<file path="src/rtl/identifier_pkg.sv">
`default_nettype none
// ============================================================================
//  Module   : identifier_pkg
//  Brief    : Register map, state encoding and response codes shared by the
//             identifier register block and its read initiator.
//  Revision : 1.0 - initial release
// ============================================================================
package identifier_pkg;

   localparam logic [11:0] c_name0_offset   = 12'h004;
   localparam logic [11:0] c_name1_offset   = 12'h008;
   localparam logic [11:0] c_name2_offset   = 12'h00C;
   localparam logic [11:0] c_name3_offset   = 12'h010;
   localparam logic [11:0] c_version_offset = 12'h014;

   localparam int          c_num_words      = 5;
   localparam logic [1:0]  c_resp_okay      = 2'b00;

   typedef enum logic [1:0] {
      IDLE = 2'd0,
      ADDR = 2'd1,
      DATA = 2'd2,
      DONE = 2'd3
   } state_t;

   // Words are laid out contiguously from NAME0, so word idx sits at NAME0 + 4*idx.
   function automatic logic [11:0] word_offset(input logic [2:0] idx);
      return c_name0_offset + {7'd0, idx, 2'b00};
   endfunction

endpackage : identifier_pkg
`default_nettype wire

</file>
<file path="src/rtl/identifier_reader.sv">
`default_nettype none
// ============================================================================
//  Module   : identifier_reader
//  Brief    : AXI4-Lite read initiator that fetches the NAME and VERSION words
//             of an identifier block and compares them with expected values.
//  Revision : 1.0 - initial release
// ============================================================================
module identifier_reader
   import identifier_pkg::*;
#(
   parameter logic [11:0]      BASE_ADDR = 12'h000,
   parameter bit [15:0][7:0]   EXP_NAME  = {96'h0, "TEST"},
   parameter logic [15:0]      EXP_MAJOR = 16'd1
) (
   input  logic          aclk,
   input  logic          aresetn,
   input  logic          start,
   output logic          busy,
   output logic          done,
   output logic          error,
   output logic          mismatch,
   output logic [127:0]  name,
   output logic [15:0]   major_version,
   output logic [15:0]   minor_version,
   output logic          m_arvalid,
   input  logic          m_arready,
   output logic [11:0]   m_araddr,
   input  logic          m_rvalid,
   output logic          m_rready,
   input  logic [31:0]   m_rdata,
   input  logic [1:0]    m_rresp
);

   state_t         r_state;
   logic [2:0]     r_idx;
   logic           r_busy;
   logic           r_done;
   logic           r_error;
   logic           r_mismatch;
   logic [127:0]   r_name;
   logic [15:0]    r_major;
   logic [15:0]    r_minor;
   logic           r_arvalid;
   logic [11:0]    r_araddr;
   logic           r_rready;

   logic           w_last_word;
   logic           w_resp_ok;
   logic [6:0]     w_name_lsb;
   logic           w_name_mismatch;
   logic           w_major_mismatch;

   assign w_last_word      = (r_idx == 3'(c_num_words - 1));
   assign w_resp_ok        = (m_rresp == c_resp_okay);
   // Word 0 occupies the top of the name, so slot (3 - idx) holds word idx.
   assign w_name_lsb       = {~r_idx[1:0], 5'd0};
   assign w_name_mismatch  = (r_name != EXP_NAME);
   assign w_major_mismatch = (m_rdata[31:16] != EXP_MAJOR);

   always_ff @(posedge aclk or negedge aresetn) begin
      if (!aresetn) begin
         r_state    <= IDLE;
         r_idx      <= 3'd0;
         r_busy     <= 1'b0;
         r_done     <= 1'b0;
         r_error    <= 1'b0;
         r_mismatch <= 1'b0;
         r_name     <= '0;
         r_major    <= '0;
         r_minor    <= '0;
         r_arvalid  <= 1'b0;
         r_araddr   <= '0;
         r_rready   <= 1'b0;
      end else begin
         r_done <= 1'b0;
         case (r_state)
            IDLE: begin
               if (start) begin
                  r_name     <= '0;
                  r_major    <= '0;
                  r_minor    <= '0;
                  r_error    <= 1'b0;
                  r_mismatch <= 1'b0;
                  r_idx      <= 3'd0;
                  r_busy     <= 1'b1;
                  r_arvalid  <= 1'b1;
                  r_araddr   <= BASE_ADDR + word_offset(3'd0);
                  r_state    <= ADDR;
               end
            end
            ADDR: begin
               if (m_arready) begin
                  r_arvalid <= 1'b0;
                  r_rready  <= 1'b1;
                  r_state   <= DATA;
               end
            end
            DATA: begin
               if (m_rvalid) begin
                  r_rready <= 1'b0;
                  if (!w_resp_ok) begin
                     r_error    <= 1'b1;
                     r_mismatch <= 1'b0;
                     r_done     <= 1'b1;
                     r_state    <= DONE;
                  end else if (w_last_word) begin
                     r_major    <= m_rdata[31:16];
                     r_minor    <= m_rdata[15:0];
                     r_mismatch <= w_name_mismatch || w_major_mismatch;
                     r_done     <= 1'b1;
                     r_state    <= DONE;
                  end else begin
                     r_name[w_name_lsb +: 32] <= m_rdata;
                     r_idx     <= r_idx + 3'd1;
                     r_arvalid <= 1'b1;
                     r_araddr  <= BASE_ADDR + word_offset(r_idx + 3'd1);
                     r_state   <= ADDR;
                  end
               end
            end
            DONE: begin
               r_busy  <= 1'b0;
               r_state <= IDLE;
            end
            default: r_state <= IDLE;
         endcase
      end
   end

   assign busy          = r_busy;
   assign done          = r_done;
   assign error         = r_error;
   assign mismatch      = r_mismatch;
   assign name          = r_name;
   assign major_version = r_major;
   assign minor_version = r_minor;
   assign m_arvalid     = r_arvalid;
   assign m_araddr      = r_araddr;
   assign m_rready      = r_rready;

endmodule : identifier_reader
`default_nettype wire

</file>
<file path="config.mk">
export PLATFORM = sky130hd
export DESIGN_NAME = identifier_reader
export DESIGN_NICKNAME = d
export VERILOG_FILES = /design/src/rtl/identifier_pkg.sv /design/src/rtl/identifier_reader.sv
export SDC_FILE = /design/constraint.sdc
export NUM_CORES = 1
export LEC_CHECK = 0
export CAP_MARGIN = 5
export CORE_MARGIN = 1.5
export CORE_UTILIZATION = 54
export CTS_CLUSTER_DIAMETER = 120
export DETAILED_ROUTE_END_ITERATION = 16
export DONT_BUFFER_PORTS = 1
export PLACE_DENSITY = 0.72
export SLEW_MARGIN = 30
export SYNTH_ARGS = -nofsm -noshare
export SYNTH_HDL_FRONTEND = slang
export SYNTH_SLANG_ARGS = --single-unit
export TNS_END_PERCENT = 20
</file>
<file path="constraint.sdc">
create_clock -name aclk -period 2.2 [get_ports aclk]
set_clock_uncertainty 0.15 [all_clocks]
set_input_delay 0.44 -clock aclk [delete_from_list [all_inputs] [get_ports aclk]]
set_output_delay 0.44 -clock aclk [all_outputs]
set_load 0.05 [all_outputs]
</file>
==> summary.log, run 1 <==
qor: floorplanning.i_o_pin_count 217
qor: placement.hpwl_after_dpl 17.4 mm
qor: clocking.maximum_buffer_depth_of_the_clock_tree 2
qor: clocking.path_clk_slew 0.06 ns
qor: setup_path.cp_launch_type flop
qor: timing.tightest_slew 0.603 ns
qor: global_route.first_global_vias 6755
qor: global_route.global_route.usage.total 34.2%
qor: setup_path.critPathRequiredTime 2.38 ns
qor: route.wl_per_cell 24.3 um
qor: synth.post_synth_num_cell_types 40
qor: timing.final_min_period_over_clock_period 99.5%
qor: finish.drive_gt1_share 24.8%
qor: setup_path.crit_path_end_kind flop
qor: clocking.ctsHoldBuffers 32
qor: timing.final_hold_viol_count 175
qor: setup_path.critical_path_peak_fanout 8
qor: power_and_ir_drop.vdd_drop_max 0.000970 V
qor: clocking.clk_latency 0.43 ns
qor: synth.yosys_most_used_dff sky130_fd_sc_hd__dfrtp_1
qor: setup_path.number_of_buffer_and_inverter_stages_on_the_critical_path 3
qor: clocking.cts-root-buf sky130_fd_sc_hd__clkbuf_16
qor: power_and_ir_drop.pwr_density_cell 1250 nW/um2
qor: synth.async_reset_ff_share 100%
qor: synth.synthCells 776
qor: setup_path.cp_slowest_stage_delay 0.38 ns
qor: clocking.cts_inserted_buffers 17
qor: status.failed_checks hold timing
qor: global_route.grt_remaining_overflow 0
qor: synth.area_leader_netlist sky130_fd_sc_hd__dfrtp_1
qor: floorplanning.core_region_area 13900 um2
qor: timing.pins_over_slew_limit 0
qor: setup_path.ordered_cell_list_for_the_critical_path inv_2 -> ha_4 -> a211o_1 -> a211oi_2 -> buf_6 -> o21ai_4 -> clkbuf_16 -> o31ai_1
qor: timing.relSlewSlack 59.4%
qor: power_and_ir_drop.p_total 0.0126 W
qor: route.detail-route-antenna-nets 0
qor: finish.fin_util 72.6%
qor: placement.port_buffers 0
qor: synth.synth.cells.most_frequent sky130_fd_sc_hd__nand2_1 (235), sky130_fd_sc_hd__dfrtp_1 (175), sky130_fd_sc_hd__o31ai_1 (91), sky130_fd_sc_hd__o21ai_0 (71), sky130_fd_sc_hd__clkbuf_1 (33)
qor: timing.count_of_final_setup_violators 0
qor: global_route.antenna_found_initial 1
qor: global_route.grt_pass1_wl 37.4 mm
qor: clocking.htreeDepth 4
qor: setup_path.timing.critical_path.max_delay_family compound AO/OA/AOI/OAI gates
qor: route.avgViaCountPerCell 6.32
qor: synth.synthesis.area 7650 um2
qor: power_and_ir_drop.leakagePower 4.64 nW
qor: clocking.number_of_clock_sinks 175
qor: route.post-route-drc-count 0
qor: route.dr.first_iter.drc_count 800
qor: route.finalWirelength 27.6 mm
qor: synth.synth.top_cells.by_area sky130_fd_sc_hd__dfrtp_1 (57%), sky130_fd_sc_hd__nand2_1 (12%), sky130_fd_sc_hd__o31ai_1 (8.9%), sky130_fd_sc_hd__o21ai_0 (4.6%), sky130_fd_sc_hd__nand2b_1 (2.6%)
qor: synth.synth-edff-count 0
qor: setup_path.worstPathArrival 2.37 ns
qor: placement.finalWeightedCongestion 0.862
qor: setup_path.cp_slowest_cell sky130_fd_sc_hd__dfrtp_1
qor: synth.yosysWarningCount 0
qor: synth.yosysMostFrequentCell sky130_fd_sc_hd__nand2_1
qor: setup_path.critPathKind flop to flop
qor: synth.synth_seq_area_share 57.2%
qor: route.dr_total_vias 7163
qor: synth.postSynthAreaPerCell 9.86 um2
qor: timing.timing.hold.ws -0.450 ns
qor: synth.number_of_storage_elements_in_the_synthesis_netlist 175
qor: finish.final_nets 984
qor: floorplanning.overall_die_width 122 um
qor: synth.yosysTopAreaCellShare 57.2%
qor: floorplanning.initial_utilization 55.1%
qor: floorplanning.rows 43
qor: finish.final.fill_count 964
qor: route.drt_first_pass_iters 5
qor: finish.area_delta_synth_final 31.6%
qor: status.run_status complete, but fails checks
qor: clocking.cts_tree yes
qor: timing.totalNegativeSetupSlack 0 ns
qor: floorplanning.dieHeight 122 um
qor: global_route.grt_start_max_net_pins 176
qor: flow_run.timing.max_cap.violations 0
qor: timing.max_clock_freq 0.457 GHz
qor: timing.timing.final.ws_setup 0.0109 ns
qor: timing.clock_period_minus_worst_slack 2.19 ns
qor: hold_path.timing.hold.worst.class primary input to async pin
qor: floorplanning.fp.dieArea 14900 um2
qor: placement.dp_slack -0.0261 ns
[cell usage in the layout (no fill, tap or decap), types with 7 or more instances in the layout]
master / n
sky130_fd_sc_hd__buf_12: 7
sky130_fd_sc_hd__buf_4: 150
sky130_fd_sc_hd__clkbuf_16: 21
sky130_fd_sc_hd__conb_1: 8
sky130_fd_sc_hd__dfrtp_1: 175
sky130_fd_sc_hd__dlygate4sd3_1: 32
sky130_fd_sc_hd__nand2_1: 235
sky130_fd_sc_hd__nand2b_1: 32
sky130_fd_sc_hd__nand4_1: 11
sky130_fd_sc_hd__nor2_1: 8
sky130_fd_sc_hd__nor4_1: 25
sky130_fd_sc_hd__o21ai_0: 70
sky130_fd_sc_hd__o31ai_1: 71
sky130_fd_sc_hd__o31ai_2: 22
[metal layers]
layer | routed length (um) | GRT usage, %
met4 | 1650 | 21.4
met3 | 3460 | 12.1
met5 | 0 | 0
met2 | 12900 | 53.2
met1 | 9590 | 40.6
[through the flow]
| step | cells | area, um2 |
|---|---|---|
| after global placement | 1058 | 8850 |
| after global routing | 1134 | 10100 |
| after floorplan | 783 | 7690 |
| after CTS | 1122 | 9770 |
| after detailed placement | 1058 | 8850 |
| final | 1134 | 10100 |
[timing repair]
item,CTS,global route
resized for setup,7,25
cloned,0,9
pin swaps,0,2
hold endpoints to repair,231,175
endpoints found under the setup margin,10,97
setup buffers,0,2
[report_power, final]
group | leakage (nW) | internal, W | switching [W] | total [W]
Clock | 0.277 | 0.00171 | 0.00122 | 0.00293
Sequential | 2.41 | 0.00374 | 0.00148 | 0.00521
Combinational | 1.96 | 0.00140 | 0.00306 | 0.00446
Total | 4.64 | 0.00684 | 0.00576 | 0.0126
[area by class of cell]
class | instances | area [um2] | share of cell area [%]
diodes | 1 | 2.50 | 0.0248
repair buffers | 200 | 1770 | 17.6
clock inverters | 5 | 52.6 | 0.521
clock buffers | 27 | 513 | 5.09
inverters | 7 | 26.3 | 0.261
flip-flops and latches | 175 | 4380 | 43.5
well taps | 180 | 225 | 2.23
multi-input cells | 539 | 3110 | 30.9
[worst register-to-register path: stages, from the launching register on]
cell and delay [ns]:
sky130_fd_sc_hd__dfrtp_1 0.38, sky130_fd_sc_hd__inv_2 0.07, sky130_fd_sc_hd__ha_4 0.16, sky130_fd_sc_hd__a211o_1 0.27
sky130_fd_sc_hd__a211oi_2 0.22, sky130_fd_sc_hd__buf_6 0.17, sky130_fd_sc_hd__o21ai_4 0.14, sky130_fd_sc_hd__clkbuf_16 0.22
sky130_fd_sc_hd__o31ai_1 0.29
[cells by family after synthesis]
| group | share of synthesized area (%) |
|---|---|
| and+or+nand+nor | 19.7 |
| AOI/OAI and AO/OA | 16.8 |
| DFF | 57.2 |
| buffers and inverters | 4.94 |
| adders and majority gates | 0.817 |
| xor gates and xnor gates | 0.343 |
| other | 0.0490 |
| muxes | 0.131 |
[sequential cells by signal, indices dropped and copies added, names as in the netlist]
signal and count:
name 128, major_version 16, minor_version 16, m_araddr 4
r_idx 3, r_state 2, busy 1, done 1
error 1, m_arvalid 1, m_rready 1, mismatch 1
[final timing paths]
| kind | startpoint | endpoint | slack (ns) | depth (start not counted) |
|---|---|---|---|---|
| min in group aclk | m_rdata[4] | name[4] | 0.01 | 2 |
| hold reg to reg | r_idx[2] | r_idx[2] | 0.44 | 1 |
| hold / removal | aresetn | name[112] | -0.45 | 0 |
| setup / recovery | r_idx[1] | name[48] | 0.01 | 8 |
| setup reg to reg | r_idx[1] | name[48] | 0.01 | 8 |
| max in group asynchronous | aresetn | minor_version[11] | 2.07 | 0 |
Note: power is estimated with default switching activity, not from simulation.
==> run 2, diff against run 1 <==
CTS_BUF_LIST = sky130_fd_sc_hd__clkbuf_8   (was not set)
==> summary.log, run 2 (same netlist as run 1, synthesis figures left out) <==
qor: global_route.grt_remaining_overflow 0
qor: setup_path.ordered_cell_list_for_the_critical_path inv_2 -> buf_4 -> buf_4 -> ha_1 -> nand3_1 -> buf_4 -> o31ai_1
qor: clocking.maximum_buffer_depth_of_the_clock_tree 2
qor: timing.relSlewSlack 50.9%
qor: floorplanning.fp.dieArea 14900 um2
qor: floorplanning.i_o_pin_count 217
qor: finish.number_of_flip_flops_in_the_largest_register 128
qor: power_and_ir_drop.pwr_density_cell 1160 nW/um2
qor: clocking.cts-root-buf sky130_fd_sc_hd__clkbuf_8
qor: setup_path.critical_path_peak_fanout 32
qor: setup_path.worstPathArrival 2.39 ns
qor: timing.tightest_slew 0.737 ns
qor: placement.port_buffers 0
qor: timing.final_min_period_over_clock_period 100%
qor: floorplanning.rows 43
qor: timing.pins_over_slew_limit 0
qor: route.drt_first_pass_iters 5
qor: setup_path.cp_slowest_stage_delay 0.58 ns
qor: route.dr_total_vias 7041
qor: finish.final_cell_mix sky130_fd_sc_hd__nand2_1 (230), sky130_fd_sc_hd__dfrtp_1 (175), sky130_fd_sc_hd__buf_4 (151), sky130_fd_sc_hd__o21ai_0 (67), sky130_fd_sc_hd__o31ai_2 (42)
qor: setup_path.cp_slowest_cell sky130_fd_sc_hd__buf_4
qor: timing.timing.hold.ws -0.502 ns
qor: floorplanning.initial_utilization 55.1%
qor: power_and_ir_drop.vdd_drop_max 0.000886 V
qor: clocking.clk_latency 0.48 ns
qor: route.post-route-drc-count 0
qor: finish.final.fill_count 939
qor: finish.drive_gt1_share 28.5%
qor: flow_run.timing.max_cap.violations 0
qor: finish.area_delta_synth_final 32.9%
qor: timing.grt_setup_unrepaired true
qor: global_route.antenna_found_initial 0
qor: placement.finalWeightedCongestion 0.862
qor: timing.final_hold_viol_count 175
qor: timing.clock_period_minus_worst_slack 2.21 ns
qor: route.finalWirelength 26.9 mm
qor: floorplanning.overall_die_width 122 um
qor: route.detail-route-antenna-nets 0
qor: setup_path.critPathRequiredTime 2.38 ns
qor: setup_path.critPathKind flop to flop
qor: timing.count_of_final_setup_violators 2
qor: setup_path.rr_worst_depth 7
qor: timing.max_clock_freq 0.453 GHz
qor: hold_path.timing.hold.worst.class primary input to async pin
qor: timing.timing.final.ws_setup -0.00570 ns
qor: clocking.cts_inserted_buffers 17
qor: power_and_ir_drop.leakagePower 4.64 nW
qor: route.wl_per_cell 23.7 um
qor: floorplanning.dieHeight 122 um
qor: finish.most_common_library_cell_in_the_layout_ignoring_fill_and_taps sky130_fd_sc_hd__nand2_1
qor: clocking.path_clk_slew 0.09 ns
qor: global_route.grt_start_max_net_pins 176
qor: setup_path.timing.critical_path.mode_cell sky130_fd_sc_hd__buf_4
qor: setup_path.cp_launch_type flop
qor: placement.hpwl_after_dpl 17.4 mm
qor: setup_path.crit_path_end_kind flop
qor: finish.diodes 0
qor: power_and_ir_drop.p_total 0.0118 W
qor: global_route.grt_pass1_wl 37.0 mm
qor: floorplanning.core_region_area 13900 um2
qor: route.avgViaCountPerCell 6.20
qor: global_route.global_route.usage.total 33.7%
qor: route.dr.first_iter.drc_count 643
qor: global_route.first_global_vias 6635
qor: clocking.htreeDepth 4
qor: timing.totalNegativeSetupSlack -0.00987 ns
qor: clocking.cts_tree yes
qor: status.failed_checks hold timing, setup timing
qor: status.run_status complete, but fails checks
qor: clocking.number_of_clock_sinks 175
qor: finish.final_nets 986
-- run 2: per-stage QoR --
stage	instances	hold slack, ns	area [um2]	utilization [%]	setup slack (ns)
floorplan	783	-0.00559	7690	-	0.0181
global placement	1058	0.00102	8850	63.7	-0.00693
detailed placement	1058	-0.00127	8850	63.7	-0.0261
CTS	1125	-0.514	9600	69.2	0.000501
global route	1135	-0.524	10200	73.3	-0.120
finish	1135	-0.502	10200	73.3	-0.00570
-- run 2: final cells by class --
cell class	count	area [um2]	area share (%)
Timing Repair Buffer	202	1770	17.4
Clock buffer	22	303	2.98
Sequential cell	175	4380	43.1
Inverter	7	26.3	0.258
Tap cell	180	225	2.21
Multi-Input combinational cell	539	3400	33.4
Clock inverter	10	71.3	0.701
-- run 2: critical path: cells and delay by family (launching register included) --
family / cells / cell delay, ns
AO/OA/AOI/OAI: 1 / 0.18
adder cells (fa/ha/maj): 1 / 0.26
buffers and inverters: 4 / 0.94
flip-flops: 1 / 0.38
AND/OR/NAND/NOR: 1 / 0.10
-- run 2: power by group --
part	leakage [nW]	total [W]	internal, W	switching (W)
registers	2.41	0.00521	0.00373	0.00148
logic	2.02	0.00442	0.00135	0.00307
clock network	0.211	0.00215	0.00102	0.00113
total	4.64	0.0118	0.00610	0.00568
-- run 2: per-layer routing --
metal | up-vias | global-route usage [%] | share of wire, %
met2 | 493 | 52.9 | 47
met1 | 3404 | 40.6 | 36
li1 | 3025 | - | -
met4 | 0 | 16.2 | 5.8
met3 | 119 | 13.7 | 12
met5 | - | 0 | 0
-- run 2: worst paths after layout --
path                          start               end  slack, ns
setup / recovery           r_idx[0]          name[56]     -0.006
hold / removal              aresetn         name[112]      -0.50
setup reg to reg           r_idx[0]          name[56]     -0.006
max in group asynchronous   aresetn  minor_version[6]       2.10
min in group aclk             start              busy       0.01
hold reg to reg            r_idx[2]          r_idx[2]       0.44
-- run 2: what timing repair did --
item	in CTS	in global routing
endpoints found under the setup margin	11	98
gates cloned	0	6
pin swaps	0	17
setup buffers	0	3
hold buffers	35	1
gates resized for setup	6	79
hold endpoints to repair	242	176
